## src/rtl/uart_tx_fifo.sv

```systemverilog
// uart_tx_fifo: circular byte FIFO that feeds uart_tx one byte at a time
// over a toggle req/ack handshake, holding tx_data stable while pending.
module uart_tx_fifo #(
  parameter int DEPTH_LOG2 = 4
) (
  input  logic                  clk,
  input  logic                  rstn,
  input  logic                  enable,
  input  logic                  flush,
  input  logic                  wr_en,
  input  logic [7:0]            wr_data,
  output logic                  full,
  output logic                  empty,
  output logic [DEPTH_LOG2:0]   count,
  output logic                  overflow,
  input  logic                  ovf_clr,
  output logic                  busy,
  output logic                  req,
  output logic [7:0]            tx_data,
  input  logic                  ack
);
  localparam int DEPTH = 1 << DEPTH_LOG2;
  typedef enum logic {IDLE, WAIT} state_t;
  state_t                r_state, w_state_nxt;
  logic [7:0]            r_mem [DEPTH];
  logic [DEPTH_LOG2-1:0] r_wr_ptr, r_rd_ptr;
  logic [DEPTH_LOG2:0]   r_count, w_count_nxt;
  logic                  r_full, r_empty, r_ovf, r_req;
  logic [7:0]            r_tx_data;
  logic                  w_wr, w_pop;
  // flush blocks a launch in the same cycle so no byte escapes a clear
  always_comb begin
    w_pop = 1'b0;
    w_state_nxt = r_state;
    if (r_state == IDLE) begin
      w_pop = enable && !r_empty && (r_req == ack) && !flush;
      w_state_nxt = w_pop ? WAIT : IDLE;
    end else begin
      w_state_nxt = (r_req == ack) ? IDLE : WAIT;
    end
  end
  assign w_wr = wr_en && !r_full && !flush;
  assign w_count_nxt = flush ? '0 :
    r_count + {{DEPTH_LOG2{1'b0}}, w_wr} - {{DEPTH_LOG2{1'b0}}, w_pop};
  always_ff @(posedge clk or negedge rstn) begin
    if (!rstn) r_state <= IDLE;
    else r_state <= w_state_nxt;
  end
  always_ff @(posedge clk) begin
    if (w_wr) r_mem[r_wr_ptr] <= wr_data;
  end
  // count only reaches DEPTH when full, so its MSB is the full flag
  always_ff @(posedge clk or negedge rstn) begin
    if (!rstn) begin
      r_wr_ptr  <= '0;
      r_rd_ptr  <= '0;
      r_count   <= '0;
      r_full    <= 1'b0;
      r_empty   <= 1'b1;
      r_ovf     <= 1'b0;
      r_req     <= 1'b0;
      r_tx_data <= '0;
    end else begin
      r_count <= w_count_nxt;
      r_full  <= w_count_nxt[DEPTH_LOG2];
      r_empty <= (w_count_nxt == '0);
      if (flush) begin
        r_wr_ptr <= '0;
        r_rd_ptr <= '0;
      end else begin
        if (w_wr) r_wr_ptr <= r_wr_ptr + 1'b1;
        if (w_pop) r_rd_ptr <= r_rd_ptr + 1'b1;
      end
      if (w_pop) begin
        r_tx_data <= r_mem[r_rd_ptr];
        r_req     <= ~r_req;
      end
      if (wr_en && r_full && !flush) r_ovf <= 1'b1;
      else if (ovf_clr) r_ovf <= 1'b0;
    end
  end
  assign full     = r_full;
  assign empty    = r_empty;
  assign count    = r_count;
  assign overflow = r_ovf;
  assign busy     = (r_state == WAIT);
  assign req      = r_req;
  assign tx_data  = r_tx_data;
endmodule
```

## config.mk

```make
export PLATFORM = sky130hd
export DESIGN_NAME = uart_tx_fifo
export DESIGN_NICKNAME = d
export VERILOG_FILES = /design/src/rtl/uart_tx_fifo.sv
export SDC_FILE = /design/constraint.sdc
export NUM_CORES = 1
export LEC_CHECK = 0
export ABC_AREA = 1
export CAP_MARGIN = 5
export CELL_PAD_IN_SITES_DETAIL_PLACEMENT = 1
export CELL_PAD_IN_SITES_GLOBAL_PLACEMENT = 2
export CORE_MARGIN = 2
export CORE_UTILIZATION = 39
export CTS_CLUSTER_SIZE = 30
export DETAILED_ROUTE_END_ITERATION = 8
export PLACE_DENSITY_LB_ADDON = 0.05
export SYNTH_ARGS = -nofsm -noshare
export SYNTH_HDL_FRONTEND = slang
export SYNTH_SLANG_ARGS = --single-unit
```

## constraint.sdc

```tcl
create_clock -name clk -period 3.06 [get_ports clk]
set_input_delay 0.306 -clock clk [delete_from_list [all_inputs] [get_ports clk]]
set_output_delay 0.306 -clock clk [all_outputs]
set_load 0.02 [all_outputs]
```

# Yosys cells after proc, flatten, opt, wreduce, memory -nomap -nowiden
# Memories as Yosys holds them, arrays and structs flattened. A register that Yosys moved wholly into a read port is not among the register bits.
# Index checks and enable logic that the tools add are counted.
dict set report op_classes {
  n_addsub 4
  n_eq_ne 1
  muxes 13
  bitwise_logic 1
  n_reduce_logical 15
}
# cell n
set ops {}
lappend ops {{2-to-1 mux 4 bit} 4}
lappend ops {{adder 4 x 1 -> 4 bit, second input constant} 2}
lappend ops {{2-to-1 mux 1 bit} 8}
lappend ops {{logical AND 1 bit} 7}
lappend ops {{nonzero test 2 bit} 3}
lappend ops {{adder 5 x 1 -> 5 bit} 1}
lappend ops {{zero test 5 bit} 1}
lappend ops {{2-to-1 mux 5 bit} 1}
lappend ops {{subtractor 5 x 1 -> 5 bit} 1}
lappend ops {{zero test 1 bit} 4}
lappend ops {{equality test 1 bit} 1}
lappend ops {{inverter 1 bit} 1}
dict set report word_totals {
  reg_bits 18
  ram_bits 128
  in_bits 15
  output_inout_bits 18
  wordCells 43
  n_memories 1
}
# memory depth word_bits read_ports rd_ports_with_merged_regs wr line_no
set mem_list {}
lappend mem_list {r_mem 16 8 1 1 1 25} ;# logic [7:0] r_mem [DEPTH];

# Logic depth before layout (Yosys ltp)
dict set report logic_depth {
  word_depth 8
  ltp_mapped 16
  mapped_depth_nobuf 16
}

# Worst setup path after synthesis
# Ideal clock, no wire load.
dict set report synth_timing {
  kind {reg2reg}
  from {reg r_count[4], in the netlist count[4]}
  to {reg r_empty, in the netlist empty}
  t_arrival_ns 2.388
  slack_ns 0.594
  stages_incl_launch_ff 15
  n_path_buf 0
  synth_period_minus_slack_ns 2.466
  cell_sequence {dfrtp_1 > nor2_1 > inv_1 > nor2_1 > inv_1 > ha_1 > inv_1 > ha_1 > fa_1 > nand2_1 > nand2_1 > a21oi_1 > nor2_1 > o21ai_0 > nor2_1}
}
dict set report synth_via {
  elab_chain_len 4
}
# element line_no
set synth_rtl {}
lappend synth_rtl {{start, declared} 27} ;# logic [DEPTH_LOG2:0] r_count, w_count_nxt;
lappend synth_rtl {{start signal, assigned} 64} ;# r_count <= w_count_nxt;
lappend synth_rtl {{adder 5 x 1 -> 5 bit} 44} ;# r_count + {{DEPTH_LOG2{1'b0}}, w_wr} - {{DEPTH_LOG2{1'b0}}, w_pop};
lappend synth_rtl {{subtractor 5 x 1 -> 5 bit} 44}
lappend synth_rtl {{2-to-1 mux 5 bit} 43} ;# assign w_count_nxt = flush ? '0 :
lappend synth_rtl {{zero test 5 bit} 66} ;# r_empty <= (w_count_nxt == '0);
lappend synth_rtl {{end signal, assigned} 66}
lappend synth_rtl {{end, declared} 28} ;# logic r_full, r_empty, r_ovf, r_req;
# No other way between the ends.
# A chain may end at the register's enable or synchronous reset.

# Worst setup path after layout
# Same ends and word-level chain as after synthesis.

==> impl_metrics.env <==
export IMPL_status="finished clean"
export IMPL_drt_initial_drc_count=271
export IMPL_cp_common_cell="nand2_1"
export IMPL_p_comb_share_pct=25.9
export IMPL_cts_root_buf="clkbuf_16"
export IMPL_synth_top_area_cell="edfxtp_1"
export IMPL_cts_buffer_depth=2
export IMPL_clkPwrFrac_pct=34.7
export IMPL_ys_types=23
export IMPL_stdcell_count=968
export IMPL_period_share_pct=85.54
export IMPL_grt_pass1_wl_um=26500
export IMPL_cts_repair_resized=0
export IMPL_r2r_end="empty$_DFF_PN1_"
export IMPL_slowest_delay_ns=0.44
export IMPL_power_density_nw_per_um2=782.6
export IMPL_final_common_cell="nand2_1"
export IMPL_netlist_instances=683
export IMPL_p_leak_nw=3.508
export IMPL_gp_congestion=0.7453
export IMPL_rsz0062_at_grt="false"
export IMPL_gr_total_overflow=0
export IMPL_hold_class="input port to async pin"
export IMPL_setup_ws_ns=0.4423
export IMPL_numCtsBuffers=17
export IMPL_diodes=0
export IMPL_crit_chain="nor2_1 -> inv_1 -> nor2_1 -> inv_1 -> ha_1 -> inv_1 -> ha_1 -> fa_1 -> nand2_1 -> nand2_1 -> a21oi_1 -> nand2_1 -> nand2_1 -> o21ai_0 -> nor2_1"
export IMPL_fp_row_count=48
export IMPL_vias=4547
export IMPL_grt_usage_pct=19.75
export IMPL_ir_worst_vdd_mv=0.4031
export IMPL_place_hpwl_um=11270
export IMPL_fillCellCount=1891
export IMPL_cp_max_fo=5
export IMPL_fin_skew_ns=0.01090
export IMPL_regArea_sq_um=4472
export IMPL_slew_viol_final=0
export IMPL_path_class="register to register"
export IMPL_port_buffers=32
export IMPL_maxCapViolations=0
export IMPL_viasPerCell=4.697
export IMPL_fin_crit_ns=2.618
export IMPL_post_cts_buffers=0
export IMPL_rr_startpoint="count[4]$_DFF_PN0_"
export IMPL_areaGrowthSynthToFinish_pct=17.20
export IMPL_wl_um=17080
export IMPL_clk_latency_ns=0.43
export IMPL_ioPinCount=33
export IMPL_drc=0
export IMPL_final_layout_size_suffix_gt1_share_pct=7.806
export IMPL_final_core_util_pct=46.75
export IMPL_htree_levels=4
export IMPL_crit_path_top_delay_cell="dfrtp_1"
export IMPL_final_cell_mix="212 x nand2_1, 128 x edfxtp_1, 119 x inv_1, 104 x nand3_1, 32 x clkdlybuf4s50_1"
export IMPL_dp_cells=936
export IMPL_swShare_pct=31.37
export IMPL_start_util_pct=39.89
export IMPL_dieArea_sq_um=18710
export IMPL_critical_path_top_delay_family="adder cells"
export IMPL_grt_max_degree=66
export IMPL_firstDrtPassIters=4
export IMPL_tritoncts="built"
export IMPL_die_h_um=136.8
export IMPL_hold_slack_ns=0.2452
export IMPL_intPower_w=0.004328
export IMPL_synth_area_leaders="edfxtp_1 56%, nand2_1 12%, dfrtp_1 8.7%"
export IMPL_drt_antenna_violating_nets=0
export IMPL_critPathLaunchType="register"
export IMPL_cp_end_kind="register"
export IMPL_fp_dieW_um=136.8
export IMPL_syn_num_nets=709
export IMPL_core_area_sq_um=17240
export IMPL_crit_required_ns=3.42
export IMPL_cp_buffers_inverters=3
export IMPL_r2r_slack_ns=0.44
export IMPL_netlist_area_leader_share_pct=55.91
export IMPL_ys_warn_count=0
export IMPL_cp_arrival_ns=2.98
export IMPL_r2r_cells=15
export IMPL_dp_slack_ns=0.09360
export IMPL_synth_ff_latch_count=153
export IMPL_avgSynthCellArea_sq_um=10.07
export IMPL_synthesis_area_sq_um=6875
export IMPL_setup_tns_ns=0
export IMPL_timing_fmax_mhz=382.0
export IMPL_postCtsHoldBufs=0
export IMPL_setup_violations=0
export IMPL_tightest_slew_ns=0.7974
export IMPL_grt_pass1_vias=4692
export IMPL_antenna_found_initial=0
export IMPL_p_sw_w=0.001978
export IMPL_path_clk_slew_ns=0.06
export IMPL_hold_violations=0
export IMPL_maxSlewHeadroom_pct=46.68
export IMPL_multi_input_area_sq_um=1714
export IMPL_num_nets_final=756
export IMPL_seqPwrFrac_pct=39.4
export IMPL_routedWlPerCell_um=17.65
export IMPL_ys_seq_area_share_pct=65.02
export IMPL_clock_sinks=153
[Yosys cell counts, drive strengths merged]
cell type	instances
inv	121
xor2	2
dfrtp	24
nor3	1
a22o	1
nor2	31
fa	1
ha	10
o21ai	9
buf	29
nand3b	2
clkinv	1
edfxtp	128
nand3	104
nand2	212
dfstp	1
xnor2	2
a21oi	4
[power by group through the flow]
stage / sequential [W] / combinational (W) / clock, W
after global routing: 0.00250 / 0.00184 / 0.00231
after floorplan: 0.00263 / 0.00103 / 0
after detailed placement: 0.00253 / 0.00166 / 0
after global placement: 0.00252 / 0.00163 / 0
final: 0.00248 / 0.00163 / 0.00219
after CTS: 0.00248 / 0.00168 / 0.00224
[layer usage]
| metal | track usage (%) | wire, um |
|---|---|---|
| met5 | 0 | 0 |
| met3 | 3.741 | 436 |
| met4 | 7.102 | 270 |
| met2 | 33.00 | 8462 |
| met1 | 25.72 | 7914 |
[kinds of logic after synthesis]
kind of cell	after synthesis	synth area share, %
DFF	153	65.02
xor gates and xnor gates	4	0.5096
AOI/OAI and AO/OA	14	1.074
buffers and inverters	151	10.05
adders and majority gates	11	2.111
and+or+nand+nor	350	21.24
[state kept, by name, indices dropped and copies added (netlist names)]
signal,cells
r_mem,128
tx_data,8
count,5
r_rd_ptr,4
r_wr_ptr,4
busy,1
empty,1
overflow,1
req,1
[final cells by class]
class,count,share of cell area [%]
clock buffers,21,5.466
clock inverters,11,2.127
inverters,122,5.683
multi-input cells,379,21.27
flip-flops and latches,153,55.50
well taps,225,3.494
repair buffers,57,6.460
[worst register-to-register path, cell delays in order, from the launching register on]
cell,delay (ns)
dfrtp_1,0.44
nor2_1,0.18
inv_1,0.09
nor2_1,0.17
inv_1,0.08
ha_1,0.28
inv_1,0.04
ha_1,0.20
fa_1,0.40
nand2_1,0.09
nand2_1,0.06
a21oi_1,0.18
nand2_1,0.08
nand2_1,0.09
o21ai_0,0.09
nor2_1,0.10
[worst max-delay path by stage]
stage                             startpoint  cells past startpoint               to  slack, ns
after floorplan           count[4]$_DFF_PN0_                     14  empty$_DFF_PN1_       0.59
after global placement                 wr_en                     16  empty$_DFF_PN1_       0.23
after detailed placement               wr_en                     17  empty$_DFF_PN1_       0.09
after CTS                 count[4]$_DFF_PN0_                     15  empty$_DFF_PN1_       0.43
after global routing      count[4]$_DFF_PN0_                     15  empty$_DFF_PN1_       0.21
final                     count[4]$_DFF_PN0_                     15  empty$_DFF_PN1_       0.44
[per-stage QoR]
step                cell area, sq um  power (W)
finish                          8058   0.006306
global route                    8058   0.006640
CTS                             8058   0.006401
detailed placement              7446   0.004190
global placement                7446   0.004145
floorplan                       6875   0.003650
No activity file was read; power rests on OpenSTA's default activity.
==> variant 1 (same settings) <==
Change the parameter `DEPTH_LOG2` from 4 to 5.
--- a/src/rtl/uart_tx_fifo.sv
+++ b/src/rtl/uart_tx_fifo.sv
@@ -1,7 +1,7 @@
 // uart_tx_fifo: circular byte FIFO that feeds uart_tx one byte at a time
 // over a toggle req/ack handshake, holding tx_data stable while pending.
 module uart_tx_fifo #(
-  parameter int DEPTH_LOG2 = 4
+  parameter int DEPTH_LOG2 = 5
 ) (
   input  logic                  clk,
   input  logic                  rstn,
Ports: changed (resized count); port bits go from 33 to 34. The function was not compared with the original's and may differ.
==> variant 1 against the unedited design <==
  * Wire length rose by 98%
  * Sequential cell count up 131
  * Largest cell class unchanged
  * Total power is 67% higher
  * Final area up 79%
  * Synthesized area grew 79%
  * Worst hold slack improved by 0.15 ns
  * Global-route usage grew 1.2 points
  * Worst setup slack improved by 0.28 ns
==> variant 1: results (changes against the unedited design) <==
| Metric | Value |
|---|---|
| Worst vdd ir | `0.0004001 V (was 0.0004031 V)` |
| CTS Buffer Depth | `3 (was 2)` |
| Vias in the first global route | `8678 (was 4692)` |
| Leak pwr | `5.849 nW (was 3.508 nW)` |
| Clock skew | `0.01591 ns (was 0.01090 ns)` |
| Worst Reg-to-Reg Cells | `11 (was 15)` |
| Largest net degree at the start of global routing | `102 (was 66)` |
| FF-to-FF Start | `req (was count[4])` |
| Grt met2 use | `34.87% (was 33.00%)` |
| Final Net Count | `1286 (was 756)` |
| Area contributors post-synth | `edfxtp_1 62%, nand2_1 12%, nand3_1 6.7% (was edfxtp_1 56%, nand2_1 12%, dfrtp_1 8.7%)` |
| Status | `finished, final reports clean (unchanged)` |
| Flop-to-flop setup slack | `0.72 ns (was 0.44 ns)` |
| Sequential area share after synthesis | `68.09% (was 65.02%)` |
| Share of layout cells above drive strength 1 | `8.879% (was 7.806%)` |
| Cts bufs inserted | `34 (was 17)` |
| Buffers on Ports | `33 (was 32)` |
| HPWL after detailed placement | `20660 µm (was 11270 µm)` |
| Number of H-tree levels | `2 (was 4)` |
| Worst Hold Class | `in2reg (was in2async)` |
| DR WL/cell | `20.01 µm (was 17.65 µm)` |
| Syn_nets | `1211 (was 709)` |
| Iter 0 DRT Violations | `398 (was 271)` |
| Routing usage on met1 | `29.45% (was 25.72%)` |
| First-pass GRT wire length | `52120 µm (was 26500 µm)` |
| GRT Total Usage | `20.95% (was 19.75%)` |
| Largest fanout on the critical path | `3 (was 5)` |
| Synth cell types | `28 (was 23)` |
| GR Util met3 | `2.567% (was 3.741%)` |
variant 1: changes by cell type in the layout (fill, tap and decap cells not counted), sizes merged, moves of 2 or more:
cell | unedited run | this run
a21oi | 4 | 21
buf | 25 | 61
bufinv | 4 | 1
clkbuf | 21 | 51
clkinv | 6 | 11
dfrtp | 24 | 27
edfxtp | 128 | 256
inv | 122 | 138
nand2 | 212 | 379
nand3 | 104 | 166
nand4 | 0 | 3
nor2 | 31 | 93
o21ai | 9 | 19
o22ai | 0 | 2
variant 1: kinds of logic (layout without fill, tap and decap cells):
kind of cell    Yosys count  in the layout  share of synthesized area, %
simple gates            645            645                         21.48
buf+inv                 195            295                         7.017
compound gates           44             44                         1.848
fa+ha+maj                12             12                         1.280
flops                   284            284                         68.09
xor+xnor                  4              4                        0.2844
variant 1: through the flow:
stage / std cells / hold slack (ns)
after floorplan: 1184 / 0.01041
after global placement: 1624 / 0.4122
after detailed placement: 1624 / 0.4180
after CTS: 1686 / 0.3807
after global routing: 1686 / 0.4291
final: 1686 / 0.3948
variant 1: what timing repair did:
action	in CTS	in global routing
gates resized for setup	0	0
endpoints found under the hold margin	27	0
hold buffers	1	0
variant 1: where the power goes:
group	switching (W)	internal (W)	total, W	leakage [nW]
clock	0.00153	0.00236	0.00389	0.528
combinational	0.00141	0.000719	0.00213	2.66
sequential	0.000134	0.00437	0.00450	2.67
total	0.00307	0.00745	0.0105	5.85
variant 1: worst max-delay path, stage by stage, from the launching register on:
cell	delay (ns)
dfrtp_1	0.41
xor2_1	0.23
nor2_1	0.10
ha_1	0.28
inv_1	0.04
ha_1	0.22
fa_1	0.47
inv_1	0.06
nor2_1	0.05
nor3_1	0.21
nand3_1	0.10
nor2_1	0.11
variant 1: worst max path at each step:
| stage | slack [ns] | end |
|---|---|---|
| CTS | 0.68 | empty |
| detailed placement | 0.31 | empty |
| finish | 0.72 | empty |
| global route | 0.48 | empty |
| global placement | 0.34 | empty |
| floorplan | 0.50 | empty |
variant 1: final cells by class:
type	instances	area [µm²]
fillers	3463	16920
flip-flops and latches	284	8394
multi-input cells	705	3067
clock buffers	51	1008
repair buffers	94	823.3
inverters	140	528.0
well taps	402	503.0
clock inverters	10	68.82
variant 1: layer usage:
metal / vias to the layer above / wire length, µm
met5: - / 0
met2: 135 / 16210
li1: 4039 / -
met4: 0 / 602
met3: 45 / 1106
met1: 4072 / 15820
==> variant 2 (same flow settings) <==
Made on the original files. Make the reset (`rstn`) synchronous in 2 clocked blocks.
--- a/src/rtl/uart_tx_fifo.sv
+++ b/src/rtl/uart_tx_fifo.sv
@@ -42,7 +42,7 @@
   assign w_wr = wr_en && !r_full && !flush;
   assign w_count_nxt = flush ? '0 :
     r_count + {{DEPTH_LOG2{1'b0}}, w_wr} - {{DEPTH_LOG2{1'b0}}, w_pop};
-  always_ff @(posedge clk or negedge rstn) begin
+  always_ff @(posedge clk) begin
     if (!rstn) r_state <= IDLE;
     else r_state <= w_state_nxt;
   end
@@ -50,7 +50,7 @@
     if (w_wr) r_mem[r_wr_ptr] <= wr_data;
   end
   // count only reaches DEPTH when full, so its MSB is the full flag
-  always_ff @(posedge clk or negedge rstn) begin
+  always_ff @(posedge clk) begin
     if (!rstn) begin
       r_wr_ptr  <= '0;
       r_rd_ptr  <= '0;
Check against the original RTL: differs if rstn is asserted again (counterexample within 4 cycles, from zero or initial values and one cycle with rstn low); with rstn held inactive, the same outputs for 10 cycles.
==> variant 2 against the unedited design <==
  * Sequential cell count did not move
  * Synthesized cell count down 0.59%
  * Clock skew fell by 0.0043 ns
  * Synthesized area shrank 3.2%
  * Worst setup slack gained 0.24 ns
  * Final area fell by 2.1%
  * Wire length increased by 3.6%
  * Largest cell class unchanged
  * Highest routed layer unchanged
Power is not compared: it rests on default switching activity, and its combinational part moved more than twofold at a synthesized area within 25%.
==> variant 2: results (changes against the unedited design) <==
| Metric | Value |
|---|---|
| HPWL after detailed placement | `11270 µm (about the same)` |
| Largest fanout on the critical path | `6 (was 5)` |
| RePlAce Congestion | `0.8707 (was 0.7453)` |
| First-pass GRT wire length | `27810 µm (was 26500 µm)` |
| Status | `finished, final reports clean (unchanged)` |
| Clock skew | `0.006627 ns (was 0.01090 ns)` |
| Largest register by flop count | `r_mem (unchanged)` |
| Iter 0 DRT Violations | `276 (was 271)` |
| Placed Area | `7284 µm² (was 7446 µm²)` |
| Post-DRT Antenna Nets | `0 (unchanged)` |
| Area contributors post-synth | `edfxtp_1 58%, nand2_1 13%, dfxtp_1 7.5% (was edfxtp_1 56%, nand2_1 12%, dfrtp_1 8.7%)` |
| Synth cell types | `21 (was 23)` |
| Final Net Count | `752 (was 756)` |
| Post-CTS setup buffers | `0 (unchanged)` |
| Synth async-reset ratio | `0% (was 16.34%)` |
| DR WL/cell | `18.48 µm (was 17.65 µm)` |
| Fill cell count | `1843 (was 1891)` |
| Ys flop type | `edfxtp_1 (unchanged)` |
| Sequential area share after synthesis | `65.26% (was 65.02%)` |
| Number of H-tree levels | `4 (unchanged)` |
| Largest net degree at the start of global routing | `67 (was 66)` |
| Worst Hold Class | `reg2reg (was in2async)` |
| Syn_nets | `705 (was 709)` |
| Synth cell count leaders | `222 x nand2_1, 128 x edfxtp_1, 95 x inv_1, 95 x nand3_1, 42 x nor2_1 (was 212 x nand2_1, 128 x edfxtp_1, 119 x inv_1)` |
| Via/cell ratio | `4.904 (was 4.697)` |
| Share of layout cells above drive strength 1 | `7.995% (was 7.806%)` |
| Arr. time, crit path | `2.70 ns (was 2.98 ns)` |
| Worst slew pin tran | `0.8031 ns (was 0.7974 ns)` |
| Clk_lat worst skew | `around 0.42 ns` |
| Vias in the first global route | `4999 (was 4692)` |
| GRT Total Usage | `20.87% (was 19.75%)` |
==> variant 2: changes by cell type after synthesis, moves of 8 or more <==
cell | before | now
dfxtp_1 | 0 | 25
buf_6 | 12 | 1
nor2_1 | 30 | 42
nand3_1 | 104 | 95
dfrtp_1 | 24 | 0
a21oi_1 | 4 | 12
nand2_1 | 212 | 222
inv_1 | 119 | 95
==> variant 2: path summary, 6_finish.rpt <==
kind / from / endpoint / slack [ns] / cells after the start
setup reg to reg: req / empty / 0.72 / 13
hold reg to reg: overflow / overflow / 0.47 / 2
hold / removal: overflow / overflow / 0.47 / 2
setup / recovery: flush / empty / 0.68 / 15
==> variant 2: worst max-delay path, cell delays in order <==
cell and delay (ns):
clkdlybuf4s50_1 0.58, nor2_1 0.08, nand3b_1 0.09, nor2_1 0.06
ha_1 0.28, inv_1 0.04, ha_1 0.20, fa_1 0.39
nand2_1 0.07, inv_1 0.06, o21ai_0 0.14, nand2_1 0.08
xor2_1 0.14, nor2_1 0.12, nor2_1 0.05
==> variant 2: where the power goes <==
part	total, W	leakage, nW	switching, W	internal [W]
registers	0.00228	1.36	0.00000957	0.00227
clock network	0.00217	0.296	0.000815	0.00136
logic	0.000184	1.62	0.000120	0.0000640
total	0.00464	3.27	0.000945	0.00369
==> variant 2: area by class of cell <==
cell class              instances  area (µm²)  share of cell area [%]
flip-flops and latches        153        4345                   55.07
multi-input cells             398        1772                   22.45
repair buffers                 57       520.5                   6.596
clock buffers                  18       429.2                   5.438
inverters                      99       371.6                   4.709
well taps                     220       275.3                   3.488
clock inverters                13       177.7                   2.251
==> variant 2: metal layers <==
metal / vias to the layer above / routed length, µm / part of all wire [%] / track usage, %
met5: - / 0 / 0 / 0
met4: 0 / 489 / 2.8 / 8.538
met3: 28 / 494 / 2.8 / 3.754
met2: 73 / 8747 / 49 / 35.56
met1: 2319 / 7970 / 45 / 26.30
li1: 2278 / - / - / -
==> variant 2: kinds of logic (layout without fill, tap and decap cells) <==
kind of cell / count (synthesis) / in the layout / share of synthesized area, %
AND/OR/NAND/NOR: 363 / 363 / 22.41
flip-flops: 153 / 153 / 65.26
buffers and inverters: 128 / 187 / 8.120
AO/OA/AOI/OAI: 20 / 20 / 1.504
adder cells (fa/ha/maj): 11 / 11 / 2.180
XOR/XNOR: 4 / 4 / 0.5263
==> variant 2: per-stage QoR <==
stage	cells	hold slack [ns]	worst slack [ns]	util (%)	power (W)
after floorplan	679	0.3836	0.6275	-	0.002411
after global placement	927	0.4570	0.2835	43.77	0.002509
after detailed placement	927	0.4685	0.2361	43.77	0.002515
after CTS	958	0.4778	0.6857	47.42	0.004687
after global routing	958	0.4929	0.4298	47.42	0.004790
final	958	0.4694	0.6797	47.42	0.004638
